$ cat src/rtl/cache_arbiter_pkg.sv
// Shared types and default widths for the cache-to-memory arbiter.
//   arb_state_t : arbiter FSM states
//   arb_grant_t : which cache owns (or last owned) the memory port
package cache_arbiter_pkg;

  localparam int DEF_LINE_WIDTH  = 256;
  localparam int DEF_ADDR_WIDTH  = 32;
  localparam int DEF_OFFSET_BITS = 5;

  typedef enum logic [2:0] {
    IDLE    = 3'd0,
    SERVE_I = 3'd1,
    SERVE_D = 3'd2,
    RESP_I  = 3'd3,
    RESP_D  = 3'd4
  } arb_state_t;

  typedef enum logic {
    grant_i = 1'b0,
    grant_d = 1'b1
  } arb_grant_t;

endpackage

$ cat src/rtl/cache_arbiter_reg.sv
// Width-parameterised load-enable register, cleared by async reset.
//   clk, rst (async, active low), en (load), d (next value), q (held value)
module cache_arbiter_reg #(
  parameter int WIDTH = 1
) (
  input  logic             clk,
  input  logic             rst,
  input  logic             en,
  input  logic [WIDTH-1:0] d,
  output logic [WIDTH-1:0] q
);

  always_ff @(posedge clk or negedge rst) begin
    if (!rst)    q <= '0;
    else if (en) q <= d;
  end

endmodule

$ cat src/rtl/cache_arbiter.sv
// Round-robin arbiter between I-cache and D-cache line requests onto one
// physical-memory port. The winning request is latched, driven to memory
// until pmem_resp, and the returned line is handed back with a one-cycle
// resp pulse to the winner only.
//   i_pmem_*      : I-cache side (read only)
//   d_pmem_*      : D-cache side (read or writeback)
//   pmem_*        : shared memory port; strobes/address/wdata are registered
//   clk, rst      : clock, async active-low reset
module cache_arbiter
  import cache_arbiter_pkg::*;
#(
  parameter int LINE_WIDTH  = DEF_LINE_WIDTH,
  parameter int ADDR_WIDTH  = DEF_ADDR_WIDTH,
  parameter int OFFSET_BITS = DEF_OFFSET_BITS
) (
  input  logic                  clk,
  input  logic                  rst,
  input  logic                  i_pmem_read,
  input  logic [ADDR_WIDTH-1:0] i_pmem_address,
  output logic [LINE_WIDTH-1:0] i_pmem_rdata,
  output logic                  i_pmem_resp,
  input  logic                  d_pmem_read,
  input  logic                  d_pmem_write,
  input  logic [ADDR_WIDTH-1:0] d_pmem_address,
  input  logic [LINE_WIDTH-1:0] d_pmem_wdata,
  output logic [LINE_WIDTH-1:0] d_pmem_rdata,
  output logic                  d_pmem_resp,
  output logic                  pmem_read,
  output logic                  pmem_write,
  output logic [ADDR_WIDTH-1:0] pmem_address,
  output logic [LINE_WIDTH-1:0] pmem_wdata,
  input  logic [LINE_WIDTH-1:0] pmem_rdata,
  input  logic                  pmem_resp
);

  arb_state_t state, state_nxt;
  arb_grant_t last_grant, grant_sel;
  logic       grant_vld;
  logic       i_pend, d_pend;

  logic [ADDR_WIDTH-1:0]      addr_d, addr_q;
  logic                       op_wr_d, op_wr_q;
  logic [1:0]                 line_en;
  logic [1:0][LINE_WIDTH-1:0] line_q;   // [0]=I-cache, [1]=D-cache

  assign i_pend = i_pmem_read;
  assign d_pend = d_pmem_read | d_pmem_write;

  // State register and round-robin pointer
  always_ff @(posedge clk or negedge rst) begin
    if (!rst) begin
      state      <= IDLE;
      last_grant <= grant_i;
    end else begin
      state <= state_nxt;
      if (grant_vld) last_grant <= grant_sel;
    end
  end

  // Next-state / arbitration; grants only happen from IDLE
  always_comb begin
    state_nxt = state;
    grant_vld = 1'b0;
    grant_sel = grant_i;
    case (state)
      IDLE: begin
        if (i_pend && d_pend) begin
          grant_vld = 1'b1;
          grant_sel = (last_grant == grant_i) ? grant_d : grant_i;
        end else if (i_pend) begin
          grant_vld = 1'b1;
          grant_sel = grant_i;
        end else if (d_pend) begin
          grant_vld = 1'b1;
          grant_sel = grant_d;
        end
        if (grant_vld) state_nxt = (grant_sel == grant_d) ? SERVE_D : SERVE_I;
      end
      SERVE_I: if (pmem_resp) state_nxt = RESP_I;
      SERVE_D: if (pmem_resp) state_nxt = RESP_D;
      RESP_I, RESP_D: state_nxt = IDLE;
      default: state_nxt = IDLE;
    endcase
  end

  // Outputs are decoded purely from registered state
  always_comb begin
    pmem_read   = 1'b0;
    pmem_write  = 1'b0;
    i_pmem_resp = 1'b0;
    d_pmem_resp = 1'b0;
    case (state)
      SERVE_I, SERVE_D: begin
        pmem_read  = ~op_wr_q;
        pmem_write =  op_wr_q;
      end
      RESP_I:  i_pmem_resp = 1'b1;
      RESP_D:  d_pmem_resp = 1'b1;
      default: ;
    endcase
  end

  // Request latch: address is line-aligned on the way in. A D request with
  // both read and write set is treated as a write.
  assign addr_d  = (grant_sel == grant_d)
                 ? {d_pmem_address[ADDR_WIDTH-1:OFFSET_BITS], {OFFSET_BITS{1'b0}}}
                 : {i_pmem_address[ADDR_WIDTH-1:OFFSET_BITS], {OFFSET_BITS{1'b0}}};
  assign op_wr_d = (grant_sel == grant_d) & d_pmem_write;

  cache_arbiter_reg #(.WIDTH(ADDR_WIDTH)) u_addr (
    .clk(clk), .rst(rst), .en(grant_vld), .d(addr_d), .q(addr_q)
  );

  cache_arbiter_reg #(.WIDTH(1)) u_op (
    .clk(clk), .rst(rst), .en(grant_vld), .d(op_wr_d), .q(op_wr_q)
  );

  cache_arbiter_reg #(.WIDTH(LINE_WIDTH)) u_wdata (
    .clk(clk), .rst(rst), .en(grant_vld && (grant_sel == grant_d)),
    .d(d_pmem_wdata), .q(pmem_wdata)
  );

  // One line buffer per cache so the idle side's rdata holds its last line.
  // pmem_resp outside SERVE_x never loads a buffer.
  assign line_en[0] = (state == SERVE_I) & pmem_resp;
  assign line_en[1] = (state == SERVE_D) & pmem_resp;

  for (genvar g = 0; g < 2; g++) begin : g_line
    cache_arbiter_reg #(.WIDTH(LINE_WIDTH)) u_line (
      .clk(clk), .rst(rst), .en(line_en[g]), .d(pmem_rdata), .q(line_q[g])
    );
  end

  assign pmem_address = addr_q;
  assign i_pmem_rdata = line_q[0];
  assign d_pmem_rdata = line_q[1];

  // D-cache must never ask for read and write in the same request
  a_d_rw_excl: assert property (@(posedge clk) disable iff (!rst)
                 !(d_pmem_read && d_pmem_write))
    else $error("cache_arbiter: d_pmem_read and d_pmem_write both high");

endmodule
$ cat config.mk
export PLATFORM = sky130hd
export DESIGN_NAME = cache_arbiter
export DESIGN_NICKNAME = d
export VERILOG_FILES = /design/src/rtl/cache_arbiter_pkg.sv /design/src/rtl/cache_arbiter_reg.sv /design/src/rtl/cache_arbiter.sv
export SDC_FILE = /design/constraint.sdc
export NUM_CORES = 1
export LEC_CHECK = 0
export ABC_AREA = 1
export BUFFER_PORTS_ARGS = -buffer_cell sky130_fd_sc_hd__buf_2
export CAP_MARGIN = 15
export CORE_AREA = 2 2 537 539
export CTS_CLUSTER_SIZE = 10
export DETAILED_ROUTE_END_ITERATION = 10
export DIE_AREA = 0 0 539 541
export PLACE_DENSITY = 0.3
export SYNTH_ARGS = -nofsm -noshare
export SYNTH_HDL_FRONTEND = slang
export SYNTH_HIERARCHICAL = 1
export SYNTH_SLANG_ARGS = --single-unit
$ cat constraint.sdc
create_clock -name clk -period 3.81 [get_ports clk]
set_input_delay 0.762 -clock clk [delete_from_list [all_inputs] [get_ports clk]]
set_output_delay 0.762 -clock clk [all_outputs]
set_load 0.05 [all_outputs]
==> qor.yml <==
power:
  combinationalPowerShare_pct: 53.2
  powerDensity_nw_per_um2: 1190
  p_int_mw: 24.2
  leakagePower_nw: 25.3
  p_sw_share_pct: 55.6
  power_frac_seq_pct: 27.2
  power_frac_clock_pct: 19.6
  power.switching_mw: 30.3
  ir_drop_mv: 0.467
detailed_routing:
  routed_wl_um: 189000
  wl_met2_um: 84900
  vias_per_cell: 3.30
  ant_nets: 0
  drc: 0
  wl_met1_um: 74300
  dr.max_layer_used: "met5"
  wl_per_cell_um: 21.6
  drtPass1Iterations: 5
  met3_length_um: 24500
  via_count: 28930
  drtIter0Drc: 1719
clocking:
  clk_latency_ps: 840
  numCtsBuffers: 112
  cts_tree: "done"
  numClockSinks: 805
  cts_root_buf: "clkbuf_16"
  cts.clk_slew.worst_paths_ps: 60
  clk_path_buf_depth: 4
  h-tree-depth: 3
  post_cts_resized: 0
die:
  start_util_pct: 10.9
  rows: 197
  die_height_um: 541
  ios: 1386
  dieArea_um2: 292000
  core_um2: 286000
  die_w_um: 539
sta:
  finalCriticalPeriod_ps: 3020
  slew_viol_final: 0
  fmax_mhz: 331
  setup_tns_ps: 0
  fin_crit_sh_pct: 79.2
  slew_headroom_pct: 36.0
  finClkSkew_ps: 55.9
  worst_pin_slew_ps: 960
  rsz0062_at_grt: "no"
  finalHoldViolCount: 0
  setup_violations: 0
  whs_ps: 128
synth:
  synthSimpleGateAreaFrac_pct: 30.5
  synth_ff_type: "dfrtp_1"
  ys_types: 23
  synth_most_common_cell: "nand2_1"
  seq_area_frac_synth_pct: 64.7
  yosys.area_share.adder_pct: 0
  synth.largest_area_cell: "dfrtp_1"
  syn-cell-area_um2: 31100
  synth_edf_count: 0
  async_flop_share_pct: 100
  synth-compound-area-share_pct: 0.0482
  yosysTopAreaCellShare_pct: 64.7
  syn_area_per_cell_um2: 8.84
  synth_xor_area_share_pct: 0
  synth_mux_area_share_pct: 0
  synth_top_family_by_area: "simple AND/OR/NAND/NOR gates"
  synthTopCellsByCount: "nand2_1, dfrtp_1, buf_2"
  synthTopCellsByArea: "dfrtp_1, nand2_1, buf_4"
  ys.warnings.count: 6
  synth_seq_cells: 805
  postSynthCellCount: 3521
hold_path:
  hp-start: "d_pmem_wdata[88]"
  hold_depth: 3
  hold_path.class: "in -> reg"
  whs_endpoint: "u_wdata/q[88]$_DFFE_PN0P_"
setup_path:
  reg2reg_to: "u_wdata/q[15]$_DFFE_PN0P_"
  cp-start-kind: "flop"
  critPathMaxFanout: 5
  critPathCaptureType: "primary output"
  crit_arrival_ps: 2260
  rr_startpoint: "state[1]$_DFFE_PN0P_"
  crit_required_ps: 3050
  critical_path_class: "reg -> out"
  r2r_cells: 8
  r2r_slack_ps: 1340
placed_design:
  post_dp_cell_area_um2: 42300
  port_buffers: 1375
  dpl.hpwl_um: 148000
  place_congestion: 0.916
global_routing:
  grt_remaining_overflow: 0
  grt_pass1_wl_um: 258000
  grt_start_max_net_pins: 111
  grt_util_all_layers_pct: 12.6
  grt_pass1_vias: 29848
  grt_antenna_before_repair: 121
status:
  outcome: "complete, no violations"
final_layout:
  layout-drive-gt1-share_pct: 32.6
  finish.instance_area_um2: 46000
  area_delta_synth_final_pct: 47.6
  nets: 5481
flow_run:
  cap_violations: 0
worst max path at each step:
stage / startpoint / endpoint / slack (ps)
2_1_floorplan: state[1]$_DFFE_PN0P_ / d_pmem_resp / 1520
3_3_place_gp: d_pmem_read / u_wdata/q[236]$_DFFE_PN0P_ / 680
3_5_place_dp: d_pmem_read / u_wdata/q[240]$_DFFE_PN0P_ / 670
4_1_cts: state[1]$_DFFE_PN0P_ / pmem_read / 610
5_1_grt: state[1]$_DFFE_PN0P_ / pmem_read / 570
6_report: state[1]$_DFFE_PN0P_ / pmem_read / 790
per-stage QoR:
step | cells | util, % | worst slack (ps) | total power [mW]
after floorplan | 3525 | - | 1520 | 34.6
after global placement | 8565 | 14.8 | 684 | 44.4
after detailed placement | 8565 | 14.8 | 672 | 44.5
after CTS | 8765 | 16.0 | 609 | 55.6
after global routing | 8768 | 16.0 | 573 | 57.7
final | 8779 | 16.0 | 793 | 54.5
metal layers:
metal  track usage (%)  vias to the layer above
met4              3.10                      112
met2              19.9                     1282
met5                 0                        -
met1              14.4                    13832
met3              7.19                      350
li1                  -                    13354
power by group through the flow:
stage | Sequential [mW] | Combinational, mW | Clock, mW
floorplan | 28.4 | 6.19 | 0
finish | 14.8 | 29.0 | 10.7
CTS | 14.9 | 29.6 | 11.1
global placement | 14.8 | 29.6 | 0
global route | 15.4 | 30.8 | 11.5
detailed placement | 14.9 | 29.6 | 0
repair_timing:
action	4_1_cts	5_1_grt
endpoints found under the hold margin	23	0
buffers inserted	0	0
hold buffers	1	0
critical path, stage by stage (launching register included):
cell and delay, ps:
dfrtp_1 440, nor2_4 160, nand2_1 150, nand2_1 230, inv_1 90, nor2_1 100, buf_2 290
area by class of cell:
class	instances	area (um^2)
fillers	32961	240000
flip-flops and latches	805	20100
multi-input cells	2521	9550
repair buffers	1443	7740
well taps	3781	4730
clock buffers	173	3240
clock inverters	26	405
inverters	16	108
diodes	14	35.0
logic make-up (layout without fill, tap and decap cells):
kind of cell	Yosys count	in the layout
other	1	19
AO/OA/AOI/OAI	3	3
buffers and inverters	199	1658
flip-flops	805	805
AND/OR/NAND/NOR	2513	2513
registers in the layout, indices dropped and copies added, names as in the netlist:
name and cells:
last_grant 1, u_wdata/q 256, g_line.u_line/q 512, u_op/q 1, u_addr/q 32, state 3
cells in the final DEF, fill, tap and decap left out, types with 3 or more instances in the layout:
master and instances:
buf_12 27, buf_2 1374, buf_4 40, bufinv_16 7, clkbuf_1 40, clkbuf_16 112
clkbuf_8 21, clkinv_2 8, clkinv_4 3, clkinv_8 3, conb_1 5, dfrtp_1 805
diode_2 14, inv_1 10, inv_8 3, nand2_1 2484, nand2_2 11, nand3_1 5
nor2_1 7, nor2_4 3
Power figures use the tool's default switching activity.
